==> config.mk <==
export PLATFORM = sky130hd
export DESIGN_NAME = fanin_arb
export DESIGN_NICKNAME = d
export VERILOG_FILES = /design/src/rtl/fanin_arb.sv
export SDC_FILE = /design/constraint.sdc
export NUM_CORES = 1
export LEC_CHECK = 0
export ABC_AREA = 1
export CAP_MARGIN = 20
export CORE_MARGIN = 5
export CORE_UTILIZATION = 70
export CTS_CLUSTER_SIZE = 12
export DETAILED_ROUTE_END_ITERATION = 10
export DONT_BUFFER_PORTS = 1
export PLACE_DENSITY = 0.93
export SKIP_LAST_GASP = 1
export SYNTH_ARGS = -nofsm -noshare
export SYNTH_HDL_FRONTEND = slang
export SYNTH_SLANG_ARGS = --single-unit
==> constraint.sdc <==
create_clock -name clock -period 4 [get_ports clock]
set_input_delay 0.8 -clock clock [delete_from_list [all_inputs] [get_ports clock]]
set_output_delay 0.8 -clock clock [all_outputs]
set_load 0.005 [all_outputs]
==> src/rtl/fanin_arb.sv <==
// fanin_arb: arbitrates NUM_REQ FanIn buffers onto one shared output link.
// One requester at a time owns the link from grant until the downstream
// signals end-of-transfer (I_BTk.t) or the owner has gone idle for MAX_IDLE
// cycles. A single RELEASE cycle then advances the round-robin pointer.
// Requesters with a full buffer are preferred over ordinary requesters.

package fanin_arb_pkg;
    localparam int DATA_W = 16;

    // Forward token: .v is the valid/request bit, .d the payload.
    typedef struct packed {
        logic              v;
        logic [DATA_W-1:0] d;
    } FTk_t;

    // Back-prop token: .n = not-ready (stall), .t = end-of-transfer.
    typedef struct packed {
        logic n;
        logic t;
    } BTk_t;
endpackage

// Per-buffer output shaping; one instance per requester.
module fanin_lane
    import fanin_arb_pkg::*;
(
    input  logic st_grant,
    input  logic st_rel,
    input  logic sel,
    input  logic req_v,
    input  BTk_t bk_in,
    output BTk_t bk_out,
    output logic en,
    output logic stop,
    output logic gnt
);
    // Granted lane sees the downstream token; the others are stalled and held.
    always_comb begin
        bk_out = '0;
        en     = 1'b1;
        stop   = req_v;
        gnt    = 1'b0;
        if (st_grant) begin
            if (sel) begin
                bk_out = bk_in;
                stop   = 1'b0;
                gnt    = 1'b1;
            end else begin
                bk_out.n = 1'b1;
                bk_out.t = 1'b0;
                stop     = 1'b1;
            end
        end else if (st_rel) begin
            stop = 1'b1;
        end
    end
endmodule

module fanin_arb
    import fanin_arb_pkg::*;
#(
    parameter int NUM_REQ  = 4,
    parameter int MAX_IDLE = 8
) (
    input  logic                  clock,
    input  logic                  reset,
    input  FTk_t [NUM_REQ-1:0]    I_FTk,
    output BTk_t [NUM_REQ-1:0]    O_BTk,
    input  logic [NUM_REQ-1:0]    I_Full,
    output logic [NUM_REQ-1:0]    O_En,
    output logic [NUM_REQ-1:0]    O_Stop,
    output FTk_t                  O_FTk,
    input  BTk_t                  I_BTk,
    output logic [NUM_REQ-1:0]    O_Gnt
);
    localparam int IDX_W = $clog2(NUM_REQ);

    localparam logic [1:0] IDLE    = 2'd0;
    localparam logic [1:0] GRANT   = 2'd1;
    localparam logic [1:0] RELEASE = 2'd2;

    logic [1:0]         state;
    logic [IDX_W-1:0]   g;
    logic [IDX_W-1:0]   r_ptr;
    logic [7:0]         r_idle;

    logic [NUM_REQ-1:0] req_v;
    logic               any_v;
    logic [IDX_W-1:0]   win;
    logic [IDX_W-1:0]   g_next;
    logic               owner_v;
    logic               idle_hit;
    logic               rel;

    // Gather request bits so the search below works on a plain vector.
    always_comb begin
        req_v = '0;
        for (int i = 0; i < NUM_REQ; i++) req_v[i] = I_FTk[i].v;
    end

    assign any_v = |req_v;

    // Rotating search from r_ptr; a full+valid requester beats a plain one.
    always_comb begin
        logic             found;
        logic             found_full;
        logic [IDX_W-1:0] win_v;
        logic [IDX_W-1:0] win_f;
        int               idx;
        found      = 1'b0;
        found_full = 1'b0;
        win_v      = '0;
        win_f      = '0;
        for (int k = 0; k < NUM_REQ; k++) begin
            idx = int'(r_ptr) + k;
            if (idx >= NUM_REQ) idx = idx - NUM_REQ;
            if (!found && req_v[idx]) begin
                found = 1'b1;
                win_v = IDX_W'(idx);
            end
            if (!found_full && req_v[idx] && I_Full[idx]) begin
                found_full = 1'b1;
                win_f      = IDX_W'(idx);
            end
        end
        win = found_full ? win_f : win_v;
    end

    assign g_next  = (g == IDX_W'(NUM_REQ - 1)) ? '0 : g + IDX_W'(1);
    assign owner_v = req_v[g];

    // Idle release fires on the cycle whose increment would reach MAX_IDLE,
    // so RELEASE lands MAX_IDLE+1 cycles after the owner's last valid.
    assign idle_hit = !owner_v && !I_BTk.n &&
                      (({1'b0, r_idle} + 9'd1) >= 9'(MAX_IDLE));
    // Either condition (or both at once) gives a single release.
    assign rel = I_BTk.t || idle_hit;

    // State, owner, pointer and idle counter; reset aborts any transfer.
    always_ff @(posedge clock) begin
        if (reset) begin
            state  <= IDLE;
            g      <= '0;
            r_ptr  <= '0;
            r_idle <= '0;
        end else begin
            case (state)
                IDLE: begin
                    if (any_v) begin
                        state  <= GRANT;
                        g      <= win;
                        r_idle <= '0;
                    end
                end
                GRANT: begin
                    if (rel) state <= RELEASE;
                    if (owner_v)
                        r_idle <= '0;
                    else if (!I_BTk.n && r_idle != 8'hFF)
                        r_idle <= r_idle + 8'd1;
                end
                RELEASE: begin
                    r_ptr <= g_next;
                    state <= IDLE;
                end
                default: state <= IDLE;
            endcase
        end
    end

    // Shared link carries the owner's token only while granted.
    always_comb begin
        O_FTk = '0;
        if (state == GRANT) O_FTk = I_FTk[g];
    end

    for (genvar i = 0; i < NUM_REQ; i++) begin : g_lane
        fanin_lane u_lane (
            .st_grant (state == GRANT),
            .st_rel   (state == RELEASE),
            .sel      (g == IDX_W'(i)),
            .req_v    (req_v[i]),
            .bk_in    (I_BTk),
            .bk_out   (O_BTk[i]),
            .en       (O_En[i]),
            .stop     (O_Stop[i]),
            .gnt      (O_Gnt[i])
        );
    end
endmodule
==> flow_summary_export.csv, run 1 <==
group,metric,value,unit
setup_path,cp.required,3200,ps
timing,finalSetupTns,0,ps
routing,topRoutingLayerUsed,"met4",
logic_synthesis,synth_top_area_share,15.2,%
logic_synthesis,syn_area,2150,µm²
power_and_ir_drop,ir_worst_vdd,0.000177,V
routing,vias_per_cell,5.78,
floorplan,start_util,71.6,%
global_routing,grt.total_usage,25.3,%
routing,ant_nets,0,
placement,post_dp_cell_area,2010,µm²
routing,drt-total-wl,5.58,mm
finish,stdcell_count,396,
routing,wl_met1,2.14,mm
timing,finalSetupViolations,0,
timing,rsz0062_at_grt,"no",
cts,cts-hold-fix-buffers,0,
finish,fin_area,2050,µm²
floorplan,core_area,3000,µm²
power_and_ir_drop,cell_internal_pwr,0.331,mW
power_and_ir_drop,clockPowerShare,15.4,%
cts,postCtsSetupBuffers,0,
floorplan,die_w,65.4,µm
job,drv_cap,0,
routing,drt_first_iter_violations,201,
logic_synthesis,ys.flop_type,"dfxtp_1",
placement,placedCellCount,392,
power_and_ir_drop,power_switching_share,50.9,%
cts,cts_resized,0,
finish,multi_input_comb_area,1550,µm²
setup_path,end_kind,"output port",
cts,htree_levels,1,
hold_path,hold_class,"reg -> reg",
finish,layout_commonest_cell,"nor2_1",
timing,finClkSkew,13.5,ps
logic_synthesis,ys_types,35,
global_routing,grt_pass1_wl,8.94,mm
cts,cts_tree,"built",
setup_path,crit_type,"reg -> out",
floorplan,rows,20,
placement,gp_congestion,0.808,
finish,n_fill_cell,281,
power_and_ir_drop,p_seq_share,25.3,%
routing,met2_wirelength,2.81,mm
timing,slew-limit-headroom,40.3,%
finish,regArea,280,µm²
finish,nNetsFinal,446,
cts,cts_root_buf,"clkbuf_4",
setup_path,critPathMaxFanout,21,
logic_synthesis,yosys_warnings,0,
timing,worst_pin_slew,894,ps
routing,num_vias,2290,
logic_synthesis,synth_cells,385,
floorplan,die-area,4280,µm²
power_and_ir_drop,p_per_area,329,nW/µm²
routing,dr.pass1.iters,5,
global_routing,antenna_found_initial,0,
finish,num_antenna_cells,0,
finish,drive_above_1_share,10.2,%
power_and_ir_drop,leakage,0.955,nW
placement,dp_hpwl,4.40,mm
logic_synthesis,synth_edf_count,0,
finish,area_growth,-4.66,%
timing,period_share,70.2,%
logic_synthesis,synth.area.top_cells,"nor2_1 15%, dfxtp_1 13%, nand2_1 12%",
logic_synthesis,yosysTopAreaCell,"nor2_1",
timing,drv_slew,0,
cts,ctsLongestPathBuffers,2,
power_and_ir_drop,power_frac_comb,59.3,%
cts,cts.sinks,14,
setup_path,critPathLaunchType,"register",
global_routing,grt_overflow_total,0,
outcome,status,"finished, final reports clean",
routing,dr_wl_met3,575,µm
routing,route.detailed.drc,0,
logic_synthesis,avgSynthCellArea,5.58,µm²
global_routing,grt_max_degree,38,
cts,insertion_delay,290,ps
logic_synthesis,synth-seq-area-share,13.0,%
routing,wl_per_cell,14.1,µm
finish,final_cell_mix,"87 x nor2_1, 70 x nand2_1, 40 x a21oi_1, 37 x o21ai_0, 30 x inv_1",
setup_path,cp_cell_sequence,"inv_2 > ha_1 > inv_1 > nor2_1 > a21oi_1",
cts,path_clk_slew,100,ps
floorplan,die_h,65.4,µm
floorplan,io_pins,113,
timing,min_period,2810,ps
setup_path,cp_slowest_cell,"dfxtp_1",
cts,cts_buffers,3,
setup_path,worst_path_largest_cell_delay,730,ps
placement,portBuffers,0,
timing,fmax,356,MHz
timing,hold_viol,0,
power_and_ir_drop,switchingPower,0.343,mW
logic_synthesis,synth-seq-cells,14,
global_routing,grt_pass1_vias,2104,
setup_path,worstPathArrival,2010,ps
logic_synthesis,async_reset_ff_share,0,%
[final timing paths]
check | startpoint | to | slack [ps] | depth (start not counted)
min | r_idle[4] | r_idle[4] | 490 | 2
max | g[1] | O_Stop[1] | 1190 | 5
min reg2reg | r_idle[4] | r_idle[4] | 490 | 2
max reg2reg | g[1] | r_idle[0] | 1830 | 8
[synth_stat cells (2+ instances only)]
library cell   n
inv_2          2
nand3_2        2
dfxtp_1       14
nor2_4         2
nand4_1        3
nor2_1        87
buf_6          3
o21ai_0       37
clkbuf_1       9
ha_1           6
nand3_1       19
nand2_4        8
buf_4         13
nor2_2         2
xor2_1         4
a21oi_2        2
nor3_1         4
nand2_2       10
or2_1          3
nand2_1       70
inv_1         30
a21oi_1       40
buf_1          3
[layer usage]
layer,global-route usage [%],vias to the layer above
met5,0,-
met4,6.22,0
li1,-,1176
met1,28.2,1000
met3,7.01,8
met2,46.9,106
[layout make-up]
| cell class | count | area share [%] |
|---|---|---|
| multi-input combinational | 310 | 75.6 |
| sequential | 14 | 13.7 |
| inverter | 34 | 6.59 |
| tap | 33 | 2.01 |
| clock buffer | 4 | 1.77 |
| timing repair buffer | 1 | 0.366 |
[stage by stage]
stage	hold WS, ps	util [%]	power [mW]	setup WS [ps]
finish	489	68.3	0.675	1190
floorplan	470	-	0.534	1710
global placement	474	67.0	0.555	1580
detailed placement	480	67.0	0.566	1550
CTS	493	68.3	0.671	1220
global route	530	68.3	0.739	1050
[power by group through the flow]
stage	sequential (mW)	clock [mW]	combinational [mW]
2_1_floorplan	0.160	0	0.374
3_3_place_gp	0.173	0	0.382
3_5_place_dp	0.174	0	0.393
4_1_cts	0.170	0.105	0.395
5_1_grt	0.173	0.114	0.452
6_report	0.171	0.104	0.400
[worst max-delay path: cells and delay by family, from the launching register on]
kind / cells / cell delay (ps)
and+or+nand+nor: 1 / 70
DFF: 1 / 730
adders and majority gates: 1 / 290
AOI/OAI and AO/OA: 1 / 240
buffers and inverters: 2 / 390
[flip-flops by register name, indices dropped and copies added (netlist names)]
signal and count:
r_idle 8, g 2, r_ptr 2, state 2
[cells by family (layout without fill, tap and decap cells)]
kind of cell	count (synthesis)	in the layout	share of synthesized area, %
and+or+nand+nor	212	212	44.8
buffers and inverters	64	39	15.4
xor gates and xnor gates	5	5	2.04
adders and majority gates	6	6	3.49
AOI/OAI and AO/OA	83	83	21.0
other	1	4	0.174
DFF	14	14	13.0
Power figures use the tool's default switching activity.
==> inputs of run 2 (changes only) <==
--- a/config.mk
+++ b/config.mk
@@ -8,11 +8,11 @@
 export ABC_AREA = 1
 export CAP_MARGIN = 20
 export CORE_MARGIN = 5
-export CORE_UTILIZATION = 70
+export CORE_UTILIZATION = 65
 export CTS_CLUSTER_SIZE = 12
 export DETAILED_ROUTE_END_ITERATION = 10
 export DONT_BUFFER_PORTS = 1
-export PLACE_DENSITY = 0.93
+export PLACE_DENSITY = 0.88
 export SKIP_LAST_GASP = 1
 export SYNTH_ARGS = -nofsm -noshare
 export SYNTH_HDL_FRONTEND = slang
==> constraint.sdc (replaced) <==
create_clock -name clock -period 2.8 [get_ports clock]
set_input_delay 0.56 -clock clock [delete_from_list [all_inputs] [get_ports clock]]
set_output_delay 0.56 -clock clock [all_outputs]
set_load 0.005 [all_outputs]
==> run 2 against run 1 <==
  * Global-route usage shrank 0.93 points
  * Clock-buffer cell count down 1
  * Highest routed layer unchanged
  * Routed wire length grew 8.1%
  * Final area grew 0.73%
==> flow_summary_export.csv, run 2 (synthesis results as in run 1) <==
group,metric,value,unit
outcome,status,"finished, final reports clean",
placement,post_dp_cell_area,2040,µm²
global_routing,grt_overflow_total,0,
setup_path,critPathMaxFanout,37,
placement,gp_congestion,0.899,
cts,postCtsSetupBuffers,0,
cts,insertion_delay,280,ps
timing,timing.hold.ws,339,ps
finish,stdcell_count,408,
finish,fin_util,66.5,%
finish,top_register,"r_idle",
routing,wl_per_cell,14.8,µm
hold_path,hold_class,"in -> reg",
floorplan,start_util,69.3,%
finish,fin_area,2060,µm²
cts,ctsLongestPathBuffers,2,
setup_path,cp_cell_sequence,"buf_4 > inv_2 > ha_1 > inv_1 > nor3_1",
finish,multi_input_comb_area,1550,µm²
cts,cts_resized,0,
placement,portBuffers,0,
cts,htree_levels,1,
global_routing,antenna_found_initial,0,
setup_path,critPathLaunchType,"register",
cts,cts_tree,"built",
finish,n_fill_cell,313,
routing,route.detailed.drc,0,
timing,worst_pin_slew,889,ps
placement,dp_hpwl,4.73,mm
finish,layout_commonest_cell,"nor2_1",
timing,fmax,420,MHz
cts,cts_root_buf,"clkbuf_4",
power_and_ir_drop,ir_worst_vdd,0.000242,V
cts,cts_buffers,3,
timing,period_share,84.9,%
timing,slew-limit-headroom,40.7,%
floorplan,die_w,67.5,µm
global_routing,grt_max_degree,38,
setup_path,r2r_start,"r_ptr[0]",
power_and_ir_drop,leakage,0.958,nW
placement,placedCellCount,405,
finish,largest_register_ffs,8,
routing,drt-total-wl,6.03,mm
setup_path,worstPathArrival,1820,ps
cts,path_clk_slew,80,ps
setup_path,crit_start,"g[0]",
routing,vias_per_cell,5.55,
setup_path,crit_type,"reg -> out",
finish,area_growth,-3.96,%
cts,cts.sinks,14,
routing,num_vias,2265,
finish,final_cell_mix,"87 x nor2_1, 70 x nand2_1, 40 x a21oi_1, 37 x o21ai_0, 30 x inv_1",
setup_path,cp.required,2240,ps
floorplan,rows,20,
routing,dr.pass1.iters,5,
floorplan,die_h,67.5,µm
hold_path,hp-start,"reset",
routing,dr_wl_met3,635,µm
setup_path,end_kind,"output port",
timing,finClkSkew,1.52,ps
finish,num_antenna_cells,0,
routing,met2_wirelength,2.95,mm
timing,drv_slew,0,
finish,drive_above_1_share,10.4,%
timing,finalSetupViolations,0,
timing,hold_viol,0,
finish,nNetsFinal,448,
global_routing,grt_pass1_wl,8.75,mm
timing,rsz0062_at_grt,"no",
routing,drt_first_iter_violations,156,
floorplan,die-area,4560,µm²
global_routing,grt.total_usage,24.4,%
floorplan,io_pins,113,
timing,min_period,2380,ps
routing,wl_met1,2.37,mm
finish,regArea,280,µm²
cts,cts-hold-fix-buffers,0,
timing,finalSetupTns,0,ps
setup_path,cp_slowest_cell,"inv_2",
routing,ant_nets,0,
global_routing,grt_pass1_vias,1904,
job,drv_cap,0,
floorplan,core_area,3100,µm²
setup_path,worst_path_largest_cell_delay,390,ps
power_and_ir_drop,p_per_area,458,nW/µm²
routing,topRoutingLayerUsed,"met4",
[run 2: cell count changes in the layout (fill, tap and decap cells not counted), sizes merged]
cell / before / now
buf: 1 / 3
clkbuf: 4 / 3
[run 2: critical path, delay by kind of cell, from the launching register on]
kind	cells	cell delay (ps)
adders and majority gates	1	280
buffers and inverters	3	650
DFF	1	320
and+or+nand+nor	1	290
[run 2: metrics by stage]
step,setup slack [ps],power (mW)
2_1_floorplan,755,0.762
3_3_place_gp,790,0.808
3_5_place_dp,728,0.824
4_1_cts,421,0.936
5_1_grt,224,1.03
6_report,422,0.945
[run 2: power breakdown]
| part | switching [mW] | internal (mW) | total, mW |
|---|---|---|---|
| Sequential | 0.0168 | 0.213 | 0.230 |
| Clock | 0.0628 | 0.0499 | 0.113 |
| Combinational | 0.413 | 0.190 | 0.602 |
[run 2: worst paths after layout]
| path | slack [ps] | cells after the start | to |
|---|---|---|---|
| setup / recovery | 420 | 5 | O_BTk[0] |
| hold / removal | 340 | 1 | g[0] |
| setup reg to reg | 740 | 13 | g[1] |
| hold reg to reg | 490 | 2 | r_idle[4] |
[run 2: layout make-up]
cell class	instances	area share, %
Multi-Input combinational cell	310	75.0
Sequential cell	14	13.6
Inverter	34	6.55
Tap cell	44	2.67
Clock buffer	3	1.09
Timing Repair Buffer	3	1.09
[run 2: layer usage]
metal,vias to the layer above,GRT usage [%]
li1,1174,-
met1,993,27.5
met2,90,45.3
met3,8,6.32
met4,0,5.32
met5,-,0
